===== src/rtl/branch_ctrl.sv =====
// branch_ctrl: decode-stage branch resolution controller.
// Holds the front of the pipeline while branch operands are not yet final,
// resolves each branch in the same cycle its operands become ready, and keeps
// taken/not-taken statistics plus a sticky operand-wait timeout flag.
module branch_ctrl #(
  parameter int WAIT_MAX = 8,
  parameter int CNT_W    = 16
) (
  input  logic             clk,
  input  logic             reset,
  input  logic             D_valid,
  input  logic [3:0]       D_CompOp,
  input  logic             D_rs_ready,
  input  logic             D_rt_ready,
  input  logic [31:0]      D_target,
  input  logic             stall_in,
  input  logic             exc_flush,
  input  logic             comp_out,
  output logic [3:0]       comp_op,
  output logic             stall_D,
  output logic             redirect,
  output logic [31:0]      npc,
  output logic [CNT_W-1:0] taken_cnt,
  output logic [CNT_W-1:0] ntaken_cnt,
  output logic             hazard_err
);

  localparam int                WCNT_W     = (WAIT_MAX < 2) ? 1 : $clog2(WAIT_MAX + 1);
  localparam logic [WCNT_W-1:0] WAIT_LIMIT = WCNT_W'(WAIT_MAX);
  localparam logic [CNT_W-1:0]  CNT_MAX    = '1;

  typedef enum logic {
    S_IDLE,
    S_WAIT
  } state_e;

  state_e            state_q, state_d;
  logic [WCNT_W-1:0] wait_q, wait_d;
  logic [CNT_W-1:0]  taken_q, taken_d;
  logic [CNT_W-1:0]  ntaken_q, ntaken_d;
  logic              hazard_q, hazard_d;

  logic is_br;
  logic need_rt;
  logic ready;
  logic resolve;
  logic park;

  // Branch decode: only opcodes 1..6 are branches; beq/bne also read rt.
  assign is_br   = D_valid && (D_CompOp >= 4'd1) && (D_CompOp <= 4'd6);
  assign need_rt = (D_CompOp == 4'd1) || (D_CompOp == 4'd2);
  assign ready   = D_rs_ready && (D_rt_ready || !need_rt);

  // A ready branch resolves unless a flush or a downstream freeze wins.
  assign resolve = is_br && ready && !stall_in && !exc_flush;
  // A ready branch frozen by stall_in waits in place without resolving.
  assign park    = is_br && ready && stall_in && !exc_flush;

  assign comp_op  = is_br ? D_CompOp : 4'd0;
  assign stall_D  = is_br && !ready && !exc_flush;
  // Redirect is suppressed while reset is held so no PC change escapes reset.
  assign redirect = resolve && comp_out && reset;
  assign npc      = redirect ? D_target : 32'd0;

  assign taken_cnt  = taken_q;
  assign ntaken_cnt = ntaken_q;
  assign hazard_err = hazard_q;

  // Operand-wait FSM: next state and wait counter.
  always_comb begin
    // NOTE: every variable gets a default first so no path can infer a latch.
    state_d = state_q;
    wait_d  = wait_q;
    if (exc_flush) begin
      state_d = S_IDLE;
      wait_d  = '0;
    end else if (park) begin
      state_d = state_q;
      wait_d  = wait_q;
    end else begin
      unique case (state_q)
        S_IDLE: begin
          if (is_br && !ready) begin
            state_d = S_WAIT;
            wait_d  = WCNT_W'(1);
          end
        end
        S_WAIT: begin
          if (!is_br || ready) begin
            state_d = S_IDLE;
            wait_d  = '0;
          end else if (wait_q != WAIT_LIMIT) begin
            wait_d = wait_q + WCNT_W'(1);
          end
        end
        default: begin
          state_d = S_IDLE;
          wait_d  = '0;
        end
      endcase
    end
  end

  // Saturating statistics counters and the sticky timeout flag.
  always_comb begin
    taken_d  = taken_q;
    ntaken_d = ntaken_q;
    hazard_d = hazard_q;
    if (resolve && comp_out && (taken_q != CNT_MAX)) begin
      taken_d = taken_q + CNT_W'(1);
    end
    if (resolve && !comp_out && (ntaken_q != CNT_MAX)) begin
      ntaken_d = ntaken_q + CNT_W'(1);
    end
    if ((state_d == S_WAIT) && (wait_d == WAIT_LIMIT)) begin
      hazard_d = 1'b1;
    end
  end

  // State, counter and flag registers with asynchronous active-low reset.
  always_ff @(posedge clk or negedge reset) begin
    if (!reset) begin
      // NOTE: every piece of state is reset, so no stale count survives reset.
      state_q  <= S_IDLE;
      wait_q   <= '0;
      taken_q  <= '0;
      ntaken_q <= '0;
      hazard_q <= 1'b0;
    end else begin
      // NOTE: non-blocking assignments keep all registers updating in parallel.
      state_q  <= state_d;
      wait_q   <= wait_d;
      taken_q  <= taken_d;
      ntaken_q <= ntaken_d;
      hazard_q <= hazard_d;
    end
  end

endmodule


===== config.mk =====
export PLATFORM = sky130hd
export DESIGN_NAME = branch_ctrl
export DESIGN_NICKNAME = d
export VERILOG_FILES = /design/src/rtl/branch_ctrl.sv
export SDC_FILE = /design/constraint.sdc
export NUM_CORES = 1
export LEC_CHECK = 0
export ABC_AREA = 1
export CORE_MARGIN = 2
export CORE_UTILIZATION = 42
export DETAILED_ROUTE_END_ITERATION = 8
export PLACE_DENSITY = 0.81
export SLEW_MARGIN = 10
export SYNTH_ARGS = -nofsm -noshare
export SYNTH_HDL_FRONTEND = slang
export SYNTH_SLANG_ARGS = --single-unit
export TNS_END_PERCENT = 10

===== constraint.sdc =====
create_clock -name clk -period 2.2 [get_ports clk]
set_clock_uncertainty 0.1 [all_clocks]
set_input_delay 0.44 -clock clk [delete_from_list [all_inputs] [get_ports clk]]
set_output_delay 0.44 -clock clk [all_outputs]
set_load 0.005 [all_outputs]

==> metrics, run 1 <==
CTS tree=done; DR vias=2949; DRT antenna net count=0; Most common cell on crit path=nor2_4; slowest CP cell=clkbuf_16; status=complete, but fails checks; Core ar.=5920 sq um; Die Span X=82.4 um; peak supply drop=0.000422 V; Synth area leader=dfrtp_1; DR iter-0 viols=176; final hold vios=0; pin count of the biggest net entering global routing=39; nets=578; die area=6790 sq um; Synth Area per Inst=6.98 sq um; Rows=28; final setup fails=32; Seq/Total Area, Yosys=36.8%; max cap viols=0; Tot GR Track Use=24.5%; vias in the first global route=2860; Worst setup SP type=input pin; hold crit path type=in2async; Crit path largest cell delay=0.19 ns; Pwr Density=376 nW/um^2; post-route design area=4340 sq um; register area=951 sq um; wire per inst=14.3 um; setup slack after layout=-0.0644 ns; crit path kind=in2out; DRT Wirelength=8660 um; Area growth syn-to-layout=67.9%; metal3 WL=861 um; Max Freq=442 MHz; fin crit period=2.26 ns; RSZ-0062 raised after global routing=yes; CTS clock-pin slew for the worst setup and hold paths=0.08 ns; Synth Register Bits=38; Async S/R FF share, synth=100%; area of the multi-input gates=1500 sq um; pre-CTS setup slack=-0.834 ns; CTS buffer count=5; crit share post-route=103%; critical path arrival=1.72 ns; number of synthesized flops with an enable pin=0; share of layout cells above drive strength 1=30.8%; placed wire-length estimate=5920 um; WL met2=4270 um; antenna violations before repair=0; Leakage=2.26 nW; top cell type's share of synthesized area=36.8%; routability cong.=0.840; Worst Setup End Kind=output port; Slew Viols, Final=0; Synth cell types=29; Max FO, Critical Path=8; ANT cells=0; # DRC=0; Synth Instances=370; number of fill cells=435; ys flop type=dfrtp_1; met1 WL=3190 um; input/output buffers=113; Fin Hold WS=0.221 ns; top routing layer used=met4; first-pass detailed-route iteration total=5; main area contributors after synthesis=dfrtp_1 37%, inv_1 11%, nand2_1 11%; cells along the critical path=buf_8 > inv_4 > nand2_4 > nand2_4 > nor2_4 > nor2_4 > nand4_4 > nor2_4 > nand2_8 > clkbuf_16 > nor2_4 > buf_2; CTS max path bufs=2; CTS root buffer=clkbuf_8; leading cell types by count after synthesis=75 x inv_1, 75 x nand2_1, 63 x nor2_1; vias per cell=4.87; setup tns final=-0.890 ns; Syn Nets=418; I/O pin count=115; Critical Path RT=1.66 ns; Die Span Y=82.4 um; H-tree Lvls=2; # clock sinks=38; violated checks=setup timing; GRT overflow=0; hold_buf cts=0; Starting Density=43.6%; area post-placement=4000 sq um; Worst-Skew Late Latency=0.29 ns; global-route wire length before repair=12900 um; Ys Warns=0; synthesized cell area=2580 sq um
==> state kept, by name (all words and copies together), names as in the netlist <==
name,count
state_q,1
taken_cnt,16
wait_q,4
ntaken_cnt,16
hazard_err,1
==> path summary, 6_finish.rpt <==
kind | from | endpoint | slack, ns | cells past startpoint
worst max-delay path | D_CompOp[0] | npc[7] | -0.06 | 12
worst min-delay path | reset | ntaken_cnt[11]$_DFFE_PN0P_ | 0.22 | 2
worst max register to register | taken_cnt[0]$_DFFE_PN0P_ | taken_cnt[10]$_DFFE_PN0P_ | 0.18 | 10
worst min register to register | hazard_err$_DFFE_PN0P_ | hazard_err$_DFFE_PN0P_ | 0.37 | 2
max in group asynchronous | reset | taken_cnt[9]$_DFFE_PN0P_ | 1.43 | 2
min in group clk | hazard_err$_DFFE_PN0P_ | hazard_err$_DFFE_PN0P_ | 0.37 | 2
==> report_power, final <==
part           switching [mW]  total, mW  internal (mW)
Clock                   0.250      0.463          0.213
Sequential             0.0512      0.787          0.736
Combinational           0.165      0.380          0.214
==> through the flow <==
stage / util [%] / std cells / power [mW]
2_1_floorplan: - / 370 / 0.903
5_1_grt: 73.3 / 605 / 1.71
3_5_place_dp: 67.6 / 582 / 1.13
6_report: 73.3 / 605 / 1.63
4_1_cts: 70.5 / 602 / 1.62
3_3_place_gp: 67.6 / 582 / 1.12
==> what timing repair did <==
item                                    in CTS  in global routing
pin swaps                                   11                 12
endpoints found under the setup margin      37                 38
setup buffers                               11                  1
resized for setup                          174                 73
gates cloned                                 2                  2
==> critical path, delay by kind of cell <==
family	cells	cell delay (ns)
buf+inv	4	0.47
simple gates	8	0.80
==> layer usage <==
| metal | up-vias | global-route usage (%) |
|---|---|---|
| li1 | 1428 | - |
| met1 | 1353 | 26.9 |
| met2 | 135 | 44.0 |
| met3 | 33 | 6.41 |
| met4 | 0 | 10.8 |
| met5 | - | 0 |
==> cells by family (layout without fill, tap and decap cells) <==
group | Yosys count | count (layout) | share of synthesized area, %
AOI/OAI and AO/OA | 17 | 17 | 3.58
DFF | 38 | 38 | 36.8
other | 1 | 1 | 0.145
buffers and inverters | 84 | 244 | 12.8
adders and majority gates | 4 | 4 | 1.94
and+or+nand+nor | 197 | 197 | 34.9
xor gates and xnor gates | 29 | 29 | 9.83
==> cells in the final DEF (no fill, tap or decap), types with 13 or more instances in the layout <==
cell type	count
nand3_1	20
xor2_1	22
nand2_1	71
buf_2	33
clkdlybuf4s50_1	66
buf_4	41
dfrtp_1	38
inv_1	69
nor2_1	27
nor2_4	13
nor2_2	32
==> layout make-up <==
cell class                 instances  area share, %
sequential                        38           21.9
multi-input combinational        248           34.5
clock buffer                       5           1.59
tap                               75           2.16
clock inverter                     2          0.231
timing repair buffer             159           32.7
inverter                          78           6.92
Power figures use the tool's default switching activity.
==> inputs of run 2 (changes only) <==
--- a/config.mk
+++ b/config.mk
@@ -6,7 +6,6 @@
 export NUM_CORES = 1
 export LEC_CHECK = 0
 export ABC_AREA = 1
-export CORE_MARGIN = 2
 export CORE_UTILIZATION = 42
 export DETAILED_ROUTE_END_ITERATION = 8
 export PLACE_DENSITY = 0.81
==> run 2 against run 1 <==
The run still ends with setup timing left. Final cell count decreased by 2.1%. Worst setup slack improved by 0.00081 ns. Fmax about the same. Largest power group unchanged.
==> metrics, run 2 (synthesis gave the netlist of run 1 again) <==
H-tree Lvls=2 (unchanged); peak supply drop=0.000488 V (+16%); violated checks=setup timing; Slew Viols, Final=0 (unchanged); CTS clock-pin slew for the worst setup and hold paths=0.08 ns (about the same); fin crit period=2.26 ns (-0.000812 ns); r2r setup slk=0.25 ns (+0.07 ns); routability cong.=0.861 (+2.5%); commonest non-fill, non-tap cell in the layout=inv_1; critical path arrival=1.72 ns (about the same); placed cells=571 (-1.9%); DR vias=2831 (-4.0%); input/output buffers=113 (unchanged); Starting Density=43.6% (unchanged); status=complete, but fails checks; DRT antenna net count=0 (unchanged); placed wire-length estimate=5450 um (-7.8%); first-pass detailed-route iteration total=4 (-1); Area growth syn-to-layout=62.4%; max cap viols=0 (unchanged); share of layout cells above drive strength 1=26.7% (-4.1 points); vias per cell=4.78 (-1.9%); Core ar.=5920 sq um (unchanged); GRT overflow=0 (unchanged); DRT Wirelength=7740 um (-11%); Worst Setup End Kind=output port; I/O pin count=115 (unchanged); antenna violations before repair=0 (unchanged); Worst-Skew Late Latency=0.28 ns (about the same); wire per inst=13.1 um (-8.7%); Worst setup SP type=input pin; Die Span X=80.4 um (-2.4%); global-route wire length before repair=11600 um (-9.7%); Die Span Y=80.4 um (-2.4%); Leakage=2.18 nW (-3.4%); Pwr Density=390 nW/um^2 (+3.9%); ANT cells=0 (unchanged); CTS tree=done; area post-placement=3920 sq um (-2.1%); nets=564 (-2.4%); most frequent cells in the layout=71 x inv_1, 70 x nand2_1, 65 x clkdlybuf4s50_1; Critical Path RT=1.66 ns (about the same); R2R cell count=10 (unchanged); # DRC=0 (unchanged); crit share post-route=103% (about the same); Final Non-Filler Cells=592 (-2.1%); DR iter-0 viols=147 (-16%); CTS buffer count=5 (unchanged); hold_buf cts=0 (unchanged); # clock sinks=38 (unchanged); hold crit path type=in2async; post-route design area=4200 sq um (-3.3%); vias in the first global route=2653 (-7.2%); pin count of the biggest net entering global routing=39 (unchanged); Tot GR Track Use=22.9% (-1.5 points); final hold vios=0 (unchanged); R2R Path Start=taken_cnt[0]$_DFFE_PN0P_; setup slack after layout=-0.0636 ns (+0.000812 ns); Rows=28 (unchanged); Max Freq=442 MHz (about the same); die area=6470 sq um (-4.8%); crit path kind=in2out; RR Endpoint=taken_cnt[11]$_DFFE_PN0P_; CTS max path bufs=2 (unchanged); RSZ-0062 raised after global routing=yes; CTS root buffer=clkbuf_8; Max FO, Critical Path=8 (unchanged); final setup fails=30 (-6.3%)
run 2: changes by cell type in the layout (fill, tap and decap cells not counted), sizes merged:
cell | previous run | this run
clkinv | 2 | 1
dlygate4sd2 | 1 | 6
clkinvlp | 0 | 1
clkdlybuf4s50 | 66 | 65
buf | 83 | 69
dlymetal6s2s | 4 | 2
clkdlybuf4s15 | 1 | 0
run 2: area by class of cell:
cell class / count / area, sq um
Clock buffer: 6 / 82.6
Clock inverter: 2 / 12.5
Fill cell: 486 / 1720
Inverter: 78 / 298
Multi-Input combinational cell: 248 / 1480
Sequential cell: 38 / 952
Tap cell: 75 / 93.8
Timing Repair Buffer: 145 / 1280
run 2: power breakdown:
group	internal (mW)	switching, mW
logic	0.198	0.153
registers	0.737	0.0503
clock network	0.252	0.247
run 2: worst max-delay path by stage:
| stage | start | end | slack, ns |
|---|---|---|---|
| 6_report | D_CompOp[1] | npc[13] | -0.06 |
| 5_1_grt | D_CompOp[1] | npc[13] | -0.13 |
| 4_1_cts | D_rt_ready | npc[7] | -0.13 |
| 3_5_place_dp | D_CompOp[1] | npc[7] | -0.81 |
| 3_3_place_gp | D_CompOp[1] | npc[7] | -0.74 |
| 2_1_floorplan | D_valid | npc[22] | 0.22 |
run 2: metrics by stage:
| step | worst slack (ns) | utilization (%) | total power [mW] | hold slack (ns) | setup TNS [ns] |
|---|---|---|---|---|---|
| 2_1_floorplan | 0.216 | - | 0.903 | 0.0444 | 0 |
| 3_3_place_gp | -0.739 | 66.2 | 1.11 | 0.355 | -26.38 |
| 3_5_place_dp | -0.806 | 66.2 | 1.12 | 0.376 | -30.54 |
| 4_1_cts | -0.133 | 68.1 | 1.63 | 0.190 | -1.03 |
| 5_1_grt | -0.130 | 70.9 | 1.72 | 0.260 | -2.54 |
| 6_report | -0.0636 | 70.9 | 1.64 | 0.228 | -0.639 |
run 2: what timing repair did:
item / CTS / global route
pin swaps: 11 / 11
gates cloned: 2 / 2
gates resized for setup: 173 / 50
endpoints found under the setup margin: 37 / 49
setup buffers: 5 / 4
run 2: metal layers:
| layer | global-route usage, % | part of all wire, % |
|---|---|---|
| met2 | 42.9 | 52 |
| met5 | 0 | 0 |
| met3 | 4.66 | 7.3 |
| met1 | 26.0 | 39 |
| met4 | 6.43 | 1.7 |
run 2: worst max-delay path, stage by stage:
cell	delay, ns
buf_8	0.11
inv_4	0.06
nand2_4	0.06
nand2_4	0.08
nor2_4	0.05
nor2_4	0.11
nand4_4	0.11
nor2_4	0.19
nand2_8	0.12
clkbuf_16	0.19
nor2_1	0.09
buf_2	0.13
